**src/rtl/write_ptr_flags.sv**
```systemverilog
// Write-side pointer and flag generator for an async FIFO (wclk domain).
// Tracks binary/Gray write pointers and produces full, almost-full, fill level and overflow.
module write_ptr_flags #(
  parameter int unsigned ADDRSIZE = 4
) (
  input  logic                wclk,
  input  logic                w_rst,
  input  logic                winc,
  input  logic [ADDRSIZE:0]   rptr_sync,
  input  logic [ADDRSIZE:0]   afull_thresh,
  input  logic                ovf_clr,
  output logic                wen,
  output logic [ADDRSIZE-1:0] waddr,
  output logic [ADDRSIZE:0]   wptr,
  output logic                wfull,
  output logic                wafull,
  output logic [ADDRSIZE:0]   wlevel,
  output logic                wovf
);

  localparam int unsigned PtrW = ADDRSIZE + 1;

  logic [PtrW-1:0] wbin_q, wbin_d;
  logic [PtrW-1:0] wptr_q, wptr_d;
  logic [PtrW-1:0] wlevel_q, wlevel_d;
  logic            wfull_q, wfull_d;
  logic            wafull_q, wafull_d;
  logic            wovf_q, wovf_d;
  logic [PtrW-1:0] rbin;
  logic [PtrW-1:0] rptr_full_cmp;

  assign wen = winc & ~wfull_q;

  always_comb begin
    rbin = '0;
    rbin[PtrW-1] = rptr_sync[PtrW-1];
    for (int i = PtrW - 2; i >= 0; i--) begin
      rbin[i] = rbin[i+1] ^ rptr_sync[i];
    end
  end

  // Full when the write pointer has lapped the read pointer by exactly one DEPTH.
  assign rptr_full_cmp = {~rptr_sync[ADDRSIZE:ADDRSIZE-1], rptr_sync[ADDRSIZE-2:0]};

  always_comb begin
    wbin_d   = wbin_q + {{ADDRSIZE{1'b0}}, wen};
    wptr_d   = (wbin_d >> 1) ^ wbin_d;
    wlevel_d = wbin_d - rbin;
    wfull_d  = (wptr_d == rptr_full_cmp);
    wafull_d = (wlevel_d >= afull_thresh);
    wovf_d   = wovf_q;
    if (winc && wfull_q) begin
      wovf_d = 1'b1;
    end else if (ovf_clr) begin
      wovf_d = 1'b0;
    end
  end

  always_ff @(posedge wclk) begin
    if (w_rst) begin
      wbin_q   <= '0;
      wptr_q   <= '0;
      wlevel_q <= '0;
      wfull_q  <= 1'b0;
      wafull_q <= 1'b0;
      wovf_q   <= 1'b0;
    end else begin
      wbin_q   <= wbin_d;
      wptr_q   <= wptr_d;
      wlevel_q <= wlevel_d;
      wfull_q  <= wfull_d;
      wafull_q <= wafull_d;
      wovf_q   <= wovf_d;
    end
  end

  assign waddr  = wbin_q[ADDRSIZE-1:0];
  assign wptr   = wptr_q;
  assign wfull  = wfull_q;
  assign wafull = wafull_q;
  assign wlevel = wlevel_q;
  assign wovf   = wovf_q;

endmodule

```
**config.mk**
```make
export PLATFORM = sky130hd
export DESIGN_NAME = write_ptr_flags
export DESIGN_NICKNAME = d
export VERILOG_FILES = /design/src/rtl/write_ptr_flags.sv
export SDC_FILE = /design/constraint.sdc
export NUM_CORES = 1
export LEC_CHECK = 0
export CAP_MARGIN = 5
export CORE_UTILIZATION = 44
export DETAILED_ROUTE_END_ITERATION = 8
export HOLD_SLACK_MARGIN = 0.15
export PLACE_DENSITY = 0.77
export SLEW_MARGIN = 20
export SYNTH_ARGS = -nofsm -noshare
export SYNTH_HDL_FRONTEND = slang
export SYNTH_SLANG_ARGS = --single-unit
```
**constraint.sdc**
```tcl
create_clock -name wclk -period 3.15 [get_ports wclk]
set_input_delay 0.4725 -clock wclk [delete_from_list [all_inputs] [get_ports wclk]]
set_output_delay 0.4725 -clock wclk [all_outputs]
set_load 0.005 [all_outputs]
```
* Yosys cells after proc, flatten, opt, wreduce, memory -nomap -nowiden
Cells that the tools add are included.
** Word-level totals
- Register bits after elaboration :: 18
- Bits in latches :: 0
- Bits in writable memories :: 0
- Memory bits (read-only) :: 0
- Logic and storage cells :: 22
- Memories :: 0
** Cells by class
- Add/subtract/negate cells :: 2
- Multipliers :: 0
- Div/mod/pow operators :: 0
- Magnitude comparators :: 1
- Eq/ne operators :: 1
- Shift-type cells :: 0
- Muxes and demuxes :: 2
- Bitwise logic cells :: 8
- Reductions and logical operators :: 2
** Operators by type and width (number)
- adder 5 x 1 -> 5 bit :: 1
- equality test 5 bit :: 1
- greater-or-equal comparator 5 bit :: 1
- subtractor 5 bit :: 1
- bitwise XOR 4 x 5 -> 5 bit :: 1
- bitwise XOR 1 bit :: 4
- 2-to-1 mux 1 bit :: 2
- NOT 2 bit :: 1
- nonzero test 2 bit :: 1
- AND 1 bit :: 1
- logical AND 1 bit :: 1
- NOT 1 bit :: 1

* Depth between registers and ports, before layout
Gate-level depths: netlist of the first run.
- Depth in word-level cells :: 6
- Mapped depth :: 13

* Worst setup path after synthesis of the first run
OpenSTA, ideal clock, no wires.
- Path type :: input to register
- Start point :: in rptr_sync[4]
- End point :: reg wafull_q (netlist: wafull)
- Library setup time :: 0.086 ns
- Arrival time :: 2.675 ns
- Required time :: 3.064 ns
- Path slack :: 0.390 ns
- Stages on the path :: 13
- Path buffers :: 0
- Path through :: xnor2_1 xor2_1 xor2_1 xnor2_1 ha_1 fa_1 inv_1 a21o_1 a21oi_1 xnor2_1 ha_1 nor2_1 a211oi_1
** Between the ends
- Cells in the longest elaborated chain, start to end :: 6
** RTL lines
- start, declared :: RTL line 9 : input logic [ADDRSIZE:0] rptr_sync,
- bitwise XOR 1 bit (4 in a row) :: RTL line 38 : rbin[i] = rbin[i+1] ^ rptr_sync[i];
- subtractor 5 bit * :: RTL line 48 : wlevel_d = wbin_d - rbin;
- via wlevel_d[4] :: RTL line 25 : logic [PtrW-1:0] wlevel_q, wlevel_d;
- greater-or-equal comparator 5 bit * :: RTL line 50 : wafull_d = (wlevel_d >= afull_thresh);
- end signal, assigned :: RTL line 72 : wafull_q <= wafull_d;
- end, declared :: RTL line 27 : logic wafull_q, wafull_d;
Mark *: on every way through the listed nets, which the timed path passes. The rest lies on a longest branch.
A chain may end at the register's enable or synchronous reset.

* Final worst setup path of the first run
- Start point :: in winc
- End point :: reg wafull_q (netlist: wafull)
** Between the ends
- Cells in the longest elaborated chain, start to end :: 4
** RTL lines
- start, declared :: RTL line 8 : input logic winc,
- AND 1 bit :: RTL line 32 : assign wen = winc & ~wfull_q;
- adder 5 x 1 -> 5 bit :: RTL line 46 : wbin_d = wbin_q + {{ADDRSIZE{1'b0}}, wen};
- via wbin_d[1] :: RTL line 23 : logic [PtrW-1:0] wbin_q, wbin_d;
- subtractor 5 bit :: RTL line 48
- via wlevel_d[4] :: RTL line 25
- greater-or-equal comparator 5 bit :: RTL line 50
The timed path passes the listed nets, and every way through them passes these cells.

==> reports/metrics.csv, run 1 <==
stage,metric,value,unit
route,vias,765,
logic_synthesis,synthArstFlopShare,0,%
finish,final_nets,171,
route,first_iter_violations,6,
timing,slew_headroom,58.7,%
job,cap_violations,0,
finish,fillers,151,
global_routing,grt.total_usage,17.5,%
logic_synthesis,muxShareOfSynthArea,0,%
global_routing,grt_util_met2,31.4,%
hold_path,min_path_type,flip-flop to flip-flop,
route,viasPerCell,4.47,
logic_synthesis,synthAdderAreaFrac,17.1,%
placement,dp_slack,-336,ps
finish,num_antenna_cells,0,
placement,port_buffers,31,
logic_synthesis,synthXorXnorAreaFrac,19.6,%
clock_network,cts_tree,yes,
setup_path,reg2reg_setup_slack,540,ps
floorplanning,initial_utilization,47.1,%
finish,area_growth,54.2,%
logic_synthesis,synth_top_family_by_area,XOR/XNOR gates,
logic_synthesis,syn_inst,98,
timing,worst_pin_slew,618,ps
finish,drive_above_1_share,17.4,%
floorplanning,die_x,47.8,µm
global_routing,antenna_found_initial,0,
clock_network,cts-buffers-inserted,3,
global_routing,grt_pass1_vias,684,
setup_path,worst-setup-path-type,input pin to flip-flop,
global_routing,overflow,0,
timing,fin_tns_setup,0,ps
route,ant_nets,0,
power_and_ir_drop,ir_drop,0.000356,V
timing,hold_violations,0,
route,drt-total-wl,1990,µm
logic_synthesis,synth-edff-count,0,
logic_synthesis,yosys.area.top_type,dfxtp_1,
clock_network,cts_buffer_depth,2,
power_and_ir_drop,p_leak,0.647,nW
timing,rsz0062_at_grt,no,
power_and_ir_drop,powerDensity,464,nW/µm²
timing,worst_slack,225,ps
global_routing,met3_usage,2.26,%
floorplanning,coreArea,1960,µm²
setup_path,rr_worst_depth,12,
floorplanning,rows,16,
logic_synthesis,syn_nets,124,
logic_synthesis,syn_area_per_cell,9.42,µm²
hold_path,min_delay_path_depth,2,
floorplanning,pin_count,32,
setup_path,end_kind,flip-flop,
global_routing,grt_pass1_wl,2730,µm
logic_synthesis,synth_compound_gate_area_share,7.32,%
logic_synthesis,ys_types,19,
placement,globalplace.congestion,0.734,
timing,finalCritPeriodShare,92.9,%
global_routing,grt_use_met1,20.4,%
clock_network,root_buffer,clkbuf_4,
logic_synthesis,ys_warn_count,0,
logic_synthesis,yosys.area.top_type_share,36.9,%
global_routing,grt_start_max_net_pins,18,
clock_network,cts_num_sinks,17,
logic_synthesis,ys_seq_area_share,36.9,%
logic_synthesis,synth-simple-area-share,14.2,%
setup_path,cp_max_fo,5,
clock_network,clk_latency,290,ps
setup_path,cp.arrival,3090,ps
setup_path,cp.required,3310,ps
logic_synthesis,yosys-top-cells-count,"dfxtp_1, nor2_1, ha_1, inv_1, xnor2_1",
logic_synthesis,ys_ff_latch,17,
logic_synthesis,syn_area,923,µm²
timing,min_period,2920,ps
logic_synthesis,synth_most_common_cell,dfxtp_1,
route,wl_per_cell,11.6,µm
route,drt-pass1-iter-count,4,
outcome,status,completed,
logic_synthesis,ys_dominant_reg_cell,dfxtp_1,
floorplanning,dieArea,2290,µm²
route,route.detailed.drc,0,
timing,fin_skew,1.96,ps
global_routing,grt-busiest-layer,met2,
floorplanning,die_h,47.8,µm
placement,dp_hpwl,1480,µm
clock_network,h-tree-depth,1,
timing,setup_violations,0,
logic_synthesis,synthTopCellsByArea,"dfxtp_1, ha_1, xnor2_1, nor2_1, xor2_1",
timing,hold_slack,486,ps
clock_network,clk_pin_slew,100,ps
timing,slew_violations,0,
setup_path,startpoint_type,input pin,
timing,fmax,0.342,GHz
-- sequential cells by signal, summed over array words and instances (netlist names) --
register / cells
wafull: 1
wovf: 1
wptr: 4
wlevel: 5
wbin_q: 5
wfull: 1
-- cell usage in the layout, fill, tap and decap left out --
| master | netlist | layout |
|---|---|---|
| xor2_2 | 2 | 4 |
| nor2_1 | 14 | 14 |
| a21o_1 | 2 | 2 |
| nor2b_1 | 6 | 6 |
| dlymetal6s2s_1 | 0 | 2 |
| fa_2 | 0 | 1 |
| dfxtp_1 | 17 | 17 |
| clkbuf_4 | 0 | 3 |
| xnor2_1 | 11 | 9 |
| clkbuf_1 | 1 | 1 |
| or3_1 | 1 | 1 |
| a21oi_2 | 0 | 1 |
| nand2_1 | 2 | 2 |
| xnor2_2 | 0 | 2 |
| buf_4 | 0 | 12 |
| nand3_1 | 3 | 3 |
| a211oi_1 | 1 | 1 |
| a2111oi_2 | 1 | 1 |
| a21oi_1 | 5 | 4 |
| nand2b_1 | 2 | 2 |
| o21ai_1 | 0 | 1 |
| ha_2 | 0 | 1 |
| clkdlybuf4s50_1 | 0 | 29 |
| ha_1 | 11 | 10 |
| inv_1 | 11 | 11 |
| xor2_1 | 6 | 4 |
-- power breakdown --
part	switching, mW	total [mW]	internal (mW)
Sequential	0.00851	0.250	0.241
Combinational	0.123	0.292	0.169
Clock	0.0695	0.119	0.0493
-- kinds of logic after synthesis --
logic type,Yosys count
adder cells (fa/ha/maj),12
AND/OR/NAND/NOR,28
flip-flops,17
buffers and inverters,12
XOR/XNOR,19
AO/OA/AOI/OAI,10
-- repair_timing --
| item | in CTS | in global routing |
|---|---|---|
| setup buffers | 1 | 1 |
| hold buffers | 0 | 0 |
| resized for setup | 0 | 10 |
| hold endpoints to repair | 0 | 0 |
| pin swaps | 1 | 7 |
| setup endpoints to repair | 1 | 1 |
-- metal layers --
layer	up-vias	part of all wire [%]
li1	400	-
met1	338	42
met2	22	51
met3	5	4.0
met4	0	2.7
met5	-	0
-- worst paths after layout --
check | endpoint | from
setup / recovery | wafull$_SDFF_PP0_ | winc
hold / removal | wovf$_SDFFE_PP0P_ | wovf$_SDFFE_PP0P_
setup reg to reg | wafull$_SDFF_PP0_ | wfull$_SDFF_PP0_
hold reg to reg | wovf$_SDFFE_PP0P_ | wovf$_SDFFE_PP0P_
-- stage by stage --
stage	cells	cell area (µm²)	power (mW)	util (%)
final	171	1420	0.660	72.6
after global placement	165	1340	0.509	68.2
after detailed placement	165	1340	0.518	68.2
after global routing	171	1420	0.709	72.6
after floorplan	98	923	0.401	-
after CTS	170	1370	0.640	70.0
-- critical path, stage by stage --
cell and delay (ps):
clkdlybuf4s50_1 420, nor2b_1 160, ha_1 190, ha_1 380, inv_1 110, fa_2 430, inv_1 70, a21o_1 140
a21oi_2 70, xnor2_1 210, ha_1 270, nor2_1 110, a211oi_1 50
-- cell type report --
class	count	area (µm²)	area share, %
Sequential cell	17	340	23.9
Timing Repair Buffer	43	405	28.5
Multi-Input combinational cell	69	577	40.5
Inverter	11	41.3	2.90
Clock buffer	4	26.3	1.85
Tap cell	27	33.8	2.37
Note: power is estimated with default switching activity, not from simulation.
==> run 2, diff against run 1 <==
--- a/config.mk
+++ b/config.mk
@@ -10,6 +10,7 @@
 export DETAILED_ROUTE_END_ITERATION = 8
 export HOLD_SLACK_MARGIN = 0.15
 export PLACE_DENSITY = 0.77
+export SETUP_SLACK_MARGIN = 0.02
 export SLEW_MARGIN = 20
 export SYNTH_ARGS = -nofsm -noshare
 export SYNTH_HDL_FRONTEND = slang
==> reports/metrics.csv, run 2 (synthesized netlist as in run 1, its figures left out) <==
stage,metric,value,unit,change
finish,ff_latch_area,340,µm²,unchanged
floorplanning,die_h,47.8,µm,unchanged
timing,rsz0062_at_grt,no,,unchanged
finish,design_area,1420,µm²,unchanged
timing,hold_violations,0,,unchanged
finish,instances_no_fill,171,,unchanged
timing,fmax,0.346,GHz,was 0.342 GHz
setup_path,r2r-start,wfull$_SDFF_PP0_,,unchanged
clock_network,clk_latency,290,ps,about the same
timing,fin_skew,2.08,ps,was 1.96 ps
route,ant_nets,0,,unchanged
timing,min_period,2890,ps,was 2920 ps
floorplanning,rows,16,,unchanged
clock_network,cts_num_sinks,17,,unchanged
finish,final_common_cell,clkdlybuf4s50_1,,unchanged
timing,fin_tns_setup,0,ps,unchanged
clock_network,cts-buffers-inserted,3,,unchanged
global_routing,grt_pass1_vias,684,,unchanged
power_and_ir_drop,ir_drop,0.000356,V,about the same
setup_path,startpoint_type,input pin,,unchanged
clock_network,clk_pin_slew,100,ps,about the same
global_routing,grt.total_usage,17.5,%,unchanged
route,viasPerCell,4.45,,was 4.47
floorplanning,initial_utilization,47.1,%,unchanged
route,drt-total-wl,1980,µm,was 1990 µm
setup_path,end_kind,flip-flop,,unchanged
timing,slew_violations,0,,unchanged
hold_path,hp-start,wfull$_SDFF_PP0_,,was wovf$_SDFFE_PP0P_
setup_path,worstSetupStartpoint,winc,,unchanged
power_and_ir_drop,p_leak,0.647,nW,unchanged
clock_network,cts_tree,yes,,unchanged
placement,globalplace.congestion,0.734,,unchanged
global_routing,grt_start_max_net_pins,18,,unchanged
timing,finalCritPeriodShare,91.7,%,was 92.9%
hold_path,min_path_type,flip-flop to flip-flop,,unchanged
clock_network,h-tree-depth,1,,unchanged
clock_network,cts_buffer_depth,2,,unchanged
setup_path,cp_max_fo,5,,unchanged
placement,dp_hpwl,1480,µm,unchanged
finish,multi_input_area,577,µm²,unchanged
timing,slew_headroom,59.0,%,was 58.7%
finish,final_cell_mix,"clkdlybuf4s50_1, dfxtp_1, nor2_1",,unchanged
global_routing,overflow,0,,unchanged
floorplanning,coreArea,1960,µm²,unchanged
timing,worst_pin_slew,614,ps,was 618 ps
timing,setup_violations,0,,unchanged
setup_path,cp.required,3310,ps,about the same
route,vias,761,,was 765
route,route.detailed.drc,0,,unchanged
setup_path,worst-setup-path-type,input pin to flip-flop,,unchanged
setup_path,cp.arrival,3050,ps,was 3090 ps
route,first_iter_violations,0,,was 6
global_routing,grt_pass1_wl,2730,µm,unchanged
placement,dp_cells,165,,unchanged
route,drt-pass1-iter-count,1,,was 4
route,wl_per_cell,11.6,µm,about the same
placement,place_area,1340,µm²,unchanged
outcome,status,completed,,unchanged
finish,final_nets,171,,unchanged
timing,hold_slack,484,ps,was 486 ps
clock_network,root_buffer,clkbuf_4,,unchanged
finish,area_growth,54.2,%,unchanged
job,cap_violations,0,,unchanged
global_routing,antenna_found_initial,0,,unchanged
power_and_ir_drop,powerDensity,462,nW/µm²,was 464 nW/µm²
placement,port_buffers,31,,unchanged
finish,drive_above_1_share,17.4,%,unchanged
floorplanning,pin_count,32,,unchanged
floorplanning,die_x,47.8,µm,unchanged
finish,num_antenna_cells,0,,unchanged
finish,fillers,149,,was 151
floorplanning,dieArea,2290,µm²,unchanged
==> run 2: critical path, stage by stage <==
cell	delay [ps]
clkdlybuf4s50_1	420
nor2b_1	160
ha_1	190
ha_1	370
inv_1	110
fa_2	420
inv_1	70
a21o_1	130
a21oi_2	60
xnor2_1	210
ha_1	270
nor2_1	110
a211oi_1	50
==> run 2: report_power, final <==
part	total [mW]	switching (mW)	internal, mW
combinational	0.290	0.121	0.169
sequential	0.250	0.00842	0.241
clock	0.119	0.0693	0.0493
==> run 2: layer usage <==
layer  up-vias  global-route usage, %  share of wire [%]
met4         0                   8.33                2.9
li1        399                      -                  -
met2        23                   31.4                 51
met3         4                   2.26                3.8
met5         -                      0                  0
met1       335                   20.4                 42
==> run 2: timing repair <==
item	4_1_cts	5_1_grt
endpoints found under the setup margin	1	1
cloned	0	0
buffers inserted	1	1
pin swaps	2	6
resized for setup	1	9
hold buffers	0	0
==> run 2: through the flow <==
step                util [%]  setup WS [ps]  power [mW]
finish                  72.6            260       0.658
global route            72.6            156       0.708
CTS                     70.3           37.4       0.641
detailed placement      68.2           -336       0.518
global placement        68.2           -269       0.509
floorplan                  -            390       0.401
==> run 2: area by class of cell <==
cell class | count | area share [%]
multi-input cells | 69 | 40.5
clock buffers | 4 | 1.85
inverters | 11 | 2.90
repair buffers | 43 | 28.5
well taps | 27 | 2.37
flip-flops and latches | 17 | 23.9
==> run 2: path summary, 6_finish.rpt <==
path | to | slack, ps | cells past startpoint
max | wafull$_SDFF_PP0_ | 260 | 13
min | wovf$_SDFFE_PP0P_ | 480 | 2
max reg2reg | wafull$_SDFF_PP0_ | 580 | 12
min reg2reg | wovf$_SDFFE_PP0P_ | 480 | 2
